$ cat src/rtl/crc_ahb_pkg.sv
// rtl/crc_ahb_pkg.sv - shared encodings for the crc_ip AHB-Lite initiator
package crc_ahb_pkg;

  localparam logic [1:0]  HTRANS_IDLE   = 2'b00;
  localparam logic [1:0]  HTRANS_NONSEQ = 2'b10;
  localparam logic [2:0]  HSIZE_WORD    = 3'b010;

  localparam logic [31:0] OFS_DR   = 32'h0000_0000;
  localparam logic [31:0] OFS_CR   = 32'h0000_0008;
  localparam logic [31:0] OFS_INIT = 32'h0000_0010;
  localparam logic [31:0] OFS_POL  = 32'h0000_0014;

  typedef enum logic [2:0] {
    ST_IDLE,
    ST_W_INIT,
    ST_W_POL,
    ST_W_CR,
    ST_DATA,
    ST_RD_DR,
    ST_DONE
  } state_e;

endpackage

$ cat src/rtl/ahb_single_xfer.sv
// rtl/ahb_single_xfer.sv - one non-overlapping AHB-Lite transfer at a time
module ahb_single_xfer
  import crc_ahb_pkg::*;
(
  input  logic        HCLK,
  input  logic        HRESET,
  input  logic        req,
  input  logic [31:0] addr,
  input  logic        write,
  input  logic [31:0] wdata,
  output logic        pending,
  output logic        ack,
  output logic [31:0] rdata,
  output logic        error,
  output logic        HSElx,
  output logic [31:0] HADDR,
  output logic [1:0]  HTRANS,
  output logic        HWRITE,
  output logic [2:0]  HSIZE,
  output logic [31:0] HWDATA,
  input  logic [31:0] HRDATA,
  input  logic        HREADY,
  input  logic        HRESP
);

  logic        dphase_q, dphase_d;
  logic [31:0] haddr_q, haddr_d;
  logic [31:0] hwdata_q, hwdata_d;
  logic        err_q, err_d;
  logic        aphase;

  // An address phase is only ever driven when no data phase is outstanding.
  assign aphase  = req & ~dphase_q;
  assign pending = dphase_q;

  // Transfer-phase and captured-value registers.
  always_ff @(posedge HCLK) begin
    if (HRESET) begin
      dphase_q <= 1'b0;
      haddr_q  <= '0;
      hwdata_q <= '0;
      err_q    <= 1'b0;
    end else begin
      dphase_q <= dphase_d;
      haddr_q  <= haddr_d;
      hwdata_q <= hwdata_d;
      err_q    <= err_d;
    end
  end

  // Enter the data phase on an accepted address phase; leave it on HREADY.
  // Any ERROR cycle in the data phase is remembered until completion.
  always_comb begin
    dphase_d = dphase_q;
    haddr_d  = haddr_q;
    hwdata_d = hwdata_q;
    err_d    = err_q;
    if (aphase && HREADY) begin
      dphase_d = 1'b1;
      haddr_d  = addr;
      hwdata_d = wdata;
      err_d    = 1'b0;
    end else if (dphase_q) begin
      err_d = err_q | HRESP;
      if (HREADY) begin
        dphase_d = 1'b0;
      end
    end
  end

  // Bus drive: address/control only during the address phase, write data held.
  always_comb begin
    HSElx  = aphase;
    HTRANS = aphase ? HTRANS_NONSEQ : HTRANS_IDLE;
    HADDR  = aphase ? addr : haddr_q;
    HWRITE = aphase & write;
    HSIZE  = HSIZE_WORD;
    HWDATA = hwdata_q;
    ack    = dphase_q & HREADY;
    rdata  = HRDATA;
    error  = dphase_q & HREADY & (err_q | HRESP);
  end

endmodule

$ cat src/rtl/crc_ahb_master.sv
// rtl/crc_ahb_master.sv - programs crc_ip, streams words into DR, reads the result
module crc_ahb_master
  import crc_ahb_pkg::*;
#(
  parameter logic [31:0] BASE_ADDR = 32'h0000_0000,
  parameter logic [31:0] RESET_CR  = 32'h0000_0001
) (
  input  logic        HCLK,
  input  logic        HRESET,
  input  logic        start,
  input  logic [31:0] cfg_init,
  input  logic [31:0] cfg_pol,
  input  logic [31:0] cfg_cr,
  input  logic [31:0] in_data,
  input  logic        in_valid,
  input  logic        in_last,
  output logic        in_ready,
  output logic        busy,
  output logic        done,
  output logic [31:0] crc_out,
  output logic        err,
  output logic        HSElx,
  output logic [31:0] HADDR,
  output logic [1:0]  HTRANS,
  output logic        HWRITE,
  output logic [2:0]  HSIZE,
  output logic [31:0] HWDATA,
  input  logic [31:0] HRDATA,
  input  logic        HREADY,
  input  logic        HRESP
);

  state_e      state_q, state_d;
  logic [31:0] init_q, init_d;
  logic [31:0] pol_q, pol_d;
  logic [31:0] cr_q, cr_d;
  logic [31:0] crc_q, crc_d;
  logic        last_q, last_d;
  logic        err_q, err_d;

  logic        x_req, x_write, x_pending, x_ack, x_error;
  logic [31:0] x_addr, x_wdata, x_rdata;
  logic        accept;
  logic        handshake;

  assign accept    = start & (state_q == ST_IDLE);
  assign handshake = in_valid & in_ready;
  assign crc_out   = crc_q;
  assign err       = err_q;

  ahb_single_xfer u_xfer (
    .HCLK    (HCLK),
    .HRESET  (HRESET),
    .req     (x_req),
    .addr    (x_addr),
    .write   (x_write),
    .wdata   (x_wdata),
    .pending (x_pending),
    .ack     (x_ack),
    .rdata   (x_rdata),
    .error   (x_error),
    .HSElx   (HSElx),
    .HADDR   (HADDR),
    .HTRANS  (HTRANS),
    .HWRITE  (HWRITE),
    .HSIZE   (HSIZE),
    .HWDATA  (HWDATA),
    .HRDATA  (HRDATA),
    .HREADY  (HREADY),
    .HRESP   (HRESP)
  );

  // State and datapath registers.
  always_ff @(posedge HCLK) begin
    if (HRESET) begin
      state_q <= ST_IDLE;
      init_q  <= '0;
      pol_q   <= '0;
      cr_q    <= '0;
      crc_q   <= '0;
      last_q  <= 1'b0;
      err_q   <= 1'b0;
    end else begin
      state_q <= state_d;
      init_q  <= init_d;
      pol_q   <= pol_d;
      cr_q    <= cr_d;
      crc_q   <= crc_d;
      last_q  <= last_d;
      err_q   <= err_d;
    end
  end

  // Sequence the register programming, the word stream and the result read;
  // an errored transfer short-circuits straight to DONE.
  always_comb begin
    state_d = state_q;
    case (state_q)
      ST_IDLE:   if (start) state_d = ST_W_INIT;
      ST_W_INIT: if (x_ack) state_d = x_error ? ST_DONE : ST_W_POL;
      ST_W_POL:  if (x_ack) state_d = x_error ? ST_DONE : ST_W_CR;
      ST_W_CR:   if (x_ack) state_d = x_error ? ST_DONE : ST_DATA;
      ST_DATA:   if (x_ack) state_d = x_error ? ST_DONE : (last_q ? ST_RD_DR : ST_DATA);
      ST_RD_DR:  if (x_ack) state_d = ST_DONE;
      ST_DONE:   state_d = ST_IDLE;
      default:   state_d = ST_IDLE;
    endcase
  end

  // Per-state transfer request and client-facing handshake/status.
  always_comb begin
    x_req    = 1'b0;
    x_addr   = BASE_ADDR + OFS_DR;
    x_write  = 1'b0;
    x_wdata  = '0;
    in_ready = 1'b0;
    busy     = (state_q != ST_IDLE);
    done     = (state_q == ST_DONE);
    case (state_q)
      ST_W_INIT: begin
        x_req   = 1'b1;
        x_addr  = BASE_ADDR + OFS_INIT;
        x_write = 1'b1;
        x_wdata = init_q;
      end
      ST_W_POL: begin
        x_req   = 1'b1;
        x_addr  = BASE_ADDR + OFS_POL;
        x_write = 1'b1;
        x_wdata = pol_q;
      end
      ST_W_CR: begin
        x_req   = 1'b1;
        x_addr  = BASE_ADDR + OFS_CR;
        x_write = 1'b1;
        x_wdata = cr_q | RESET_CR;
      end
      ST_DATA: begin
        in_ready = HREADY & ~x_pending;
        x_req    = in_valid;
        x_write  = 1'b1;
        x_wdata  = in_data;
      end
      ST_RD_DR: begin
        x_req = 1'b1;
      end
      default: begin
      end
    endcase
  end

  // Configuration capture, last-word tracking, sticky error and result capture.
  always_comb begin
    init_d = init_q;
    pol_d  = pol_q;
    cr_d   = cr_q;
    crc_d  = crc_q;
    last_d = last_q;
    err_d  = err_q;
    if (accept) begin
      init_d = cfg_init;
      pol_d  = cfg_pol;
      cr_d   = cfg_cr;
      err_d  = 1'b0;
    end
    if (handshake) begin
      last_d = in_last;
    end
    if (x_ack && x_error) begin
      err_d = 1'b1;
    end
    if ((state_q == ST_RD_DR) && x_ack && !x_error) begin
      crc_d = x_rdata;
    end
  end

endmodule

$ cat config.mk
export PLATFORM = sky130hd
export DESIGN_NAME = crc_ahb_master
export DESIGN_NICKNAME = d
export VERILOG_FILES = /design/src/rtl/crc_ahb_pkg.sv /design/src/rtl/ahb_single_xfer.sv /design/src/rtl/crc_ahb_master.sv
export SDC_FILE = /design/constraint.sdc
export NUM_CORES = 1
export LEC_CHECK = 0
export ABC_AREA = 1
export BUFFER_PORTS_ARGS = -buffer_cell sky130_fd_sc_hd__buf_4
export CORE_MARGIN = 2
export CORE_UTILIZATION = 40
export CTS_BUF_LIST = sky130_fd_sc_hd__clkbuf_4 sky130_fd_sc_hd__clkbuf_8
export DETAILED_ROUTE_END_ITERATION = 8
export PLACE_DENSITY = 0.81
export SLEW_MARGIN = 20
export SYNTH_ARGS = -nofsm -noshare
export SYNTH_HDL_FRONTEND = slang
export SYNTH_SLANG_ARGS = --single-unit
export TNS_END_PERCENT = 10
$ cat constraint.sdc
create_clock -name HCLK -period 1.3 [get_ports HCLK]
set_input_delay 0.065 -clock HCLK [delete_from_list [all_inputs] [get_ports HCLK]]
set_output_delay 0.065 -clock HCLK [all_outputs]
set_load 0.01 [all_outputs]
==> out/qor.yml <==
switching_share_pct: 32.3
max_freq_ghz: 0.580
seqPwrFrac_pct: 42.9
synth_area_leaders: "dfxtp_1 46%, a21oi_1 9.2%, nand3_1 9.2%"
max_stage_delay_ns: 0.41
yosysTopAreaCell: "dfxtp_1"
worst_setup_path_start_kind: "flop"
crit_chain: "nand2_4, nand2_4, a21oi_4, buf_4, buf_6, buf_4, buf_6"
die_w_microns: 139
critPathCaptureType: "output port"
finalNonFillerCells: 1642
gp_congestion: 0.907
setup_ws_ns: -0.424
clkPwrFrac_pct: 28.2
start_util_pct: 40.8
cts_root_buf: "clkbuf_8"
final_nets: 1564
ys_seq_area_share_pct: 46.2
vdd_drop_max_mv: 0.601
synth_mux_area_share_pct: 0
htreeDepth: 4
dieArea_sq_um: 19400
powerDensity_nw_per_um2: 1160
post-place-ws_ns: -0.183
cap_violations: 0
synth-simple-area-share_pct: 18.8
netlist_area_sq_um: 7320
clock_skew_ns: 0.0164
rr_worst_depth: 9
ant_nets: 0
die_y_microns: 139
layout_common_cells: "264 x buf_4, 166 x dfxtp_1, 148 x dlygate4sd3_1, 133 x nand3_1, 129 x a21oi_1"
syn2layout_area_growth_pct: 62.4
cts_made_buffers: 17
routed_wl_microns: 26900
yosys.area.top_type_share_pct: 46.2
vias_per_cell: 5.15
port-buffer-count: 239
synth-seq-cells: 169
status: "complete, but fails checks"
combPwrFrac_pct: 28.9
drive_above_1_share_pct: 29.5
whs_ns: 0.0201
synth_top_family_by_area: "compound AO/OA/AOI/OAI gates"
worst_skew_pair.late_latency_ns: 0.47
failed_checks: "setup timing"
syn_area_per_cell_sq_um: 7.27
clk_pin_slew_ns: 0.10
vias: 8460
synth.distinct_cells: 23
wl_per_cell_microns: 16.4
critical_path_required_ns: 1.24
layout_commonest_cell: "buf_4"
crit_fanout: 6
synth-xor-area-share_pct: 0
grt_overflow: 0
syn_inst: 1007
dp_cells: 1442
dr.pass1.iters: 7
period_needed_ns: 1.72
rows: 49
crit_slowest_cell: "dfxtp_4"
synth_warnings: 0
rsz0062_at_grt: "yes"
total_power_mw: 13.8
grt_pass1_vias: 8201
dpl.hpwl_microns: 16000
p_switching_mw: 4.45
hold_depth: 5
grt_use_total_pct: 26.9
worstSetupPathType: "reg -> out"
p_leak_nw: 5.16
intPower_mw: 9.34
maxSlewViolCount: 0
hp-class: "in -> reg"
arrival_ns: 1.66
cts_buffer_depth: 2
grt_pass1_wl_microns: 41900
finalHoldViolations: 0
synthAdderAreaFrac_pct: 0
route.detailed.drc: 0
synth_compound_area_share_pct: 20.8
cts_tree: "yes"
numClockSinks: 169
fill_cells: 1337
final_util_pct: 66.2
setup_violations: 164
pin_count: 274
finalCritPeriodShare_pct: 133
grt_max_degree: 60
antenna_found_initial: 1
drt_iter0_drc: 650
core_sq_um: 18000
[worst paths after layout]
check                   start           endpoint  slack, ns
setup / recovery   state_q[2]              HSElx      -0.42
hold / removal    in_data[13]  u_xfer.HWDATA[13]       0.02
setup reg to reg   state_q[2]  u_xfer.HWDATA[29]      -0.35
hold reg to reg     init_q[1]          init_q[1]       0.45
[per-layer routing]
layer / track usage (%) / up-vias / routed length, microns
met2: 43.3 / 490 / 12600
met3: 6.30 / 115 / 2120
met4: 13.8 / 0 / 1250
li1: - / 4024 / -
met5: 0 / - / 0
met1: 33.6 / 3831 / 11000
[synthesized netlist by cell type (all sizes together)]
cell,number
a21oi,136
buf,79
clkbuf,31
conb,2
dfxtp,169
inv,110
nand2,132
nand3,135
nand4,1
nor2,45
nor3,1
o21ai,166
[layout make-up]
type | instances | area, sq um | share of cell area (%)
diodes | 3 | 7.51 | 0.0631
clock buffers | 18 | 248 | 2.08
clock inverters | 14 | 159 | 1.34
inverters | 110 | 417 | 3.50
multi-input cells | 649 | 3320 | 27.9
flip-flops and latches | 169 | 3390 | 28.5
well taps | 229 | 287 | 2.41
repair buffers | 450 | 4070 | 34.2
[critical path: cells and delay by family, from the launching register on]
family	cells	cell delay (ns)
DFF	1	0.41
AOI/OAI and AO/OA	1	0.19
buffers and inverters	4	0.44
and+or+nand+nor	2	0.15
[power by group through the flow]
stage                     registers (mW)  logic [mW]  clock network (mW)
final                               5.91        3.98                3.90
after global routing                5.96        4.29                4.16
after CTS                           5.90        3.69                3.95
after detailed placement            6.02        2.94                   0
after global placement              6.00        2.90                   0
after floorplan                     5.95        1.74                   0
[cell families (layout without fill, tap and decap cells)]
logic type	Yosys count	after routing
and+or+nand+nor	314	314
AOI/OAI and AO/OA	302	302
buffers and inverters	220	592
DFF	169	169
other	2	36
[sequential cells by signal (all words and copies together), names as in the netlist, named ones only]
| register | cells |
|---|---|
| last_q | 1 |
| crc_out | 32 |
| u_xfer.err_q | 1 |
| u_xfer.haddr_q | 3 |
| err | 1 |
| cr_q | 31 |
| state_q | 3 |
| pol_q | 32 |
| u_xfer.HWDATA | 32 |
| init_q | 32 |
[stage by stage]
step / TNS, ns / cell area (sq um)
floorplan: -3.02 / 7460
global placement: -7.50 / 9490
detailed placement: -10.19 / 9490
CTS: -15.89 / 11800
global route: -33.44 / 11900
finish: -22.24 / 11900
[repair_timing]
item	CTS	global route
gates resized for setup	113	44
cloned	1	0
endpoints found under the setup margin	145	177
setup buffers	11	5
pin swaps	7	9
hold endpoints to repair	149	0
hold buffers	148	0
Power figures use the tool's default switching activity.
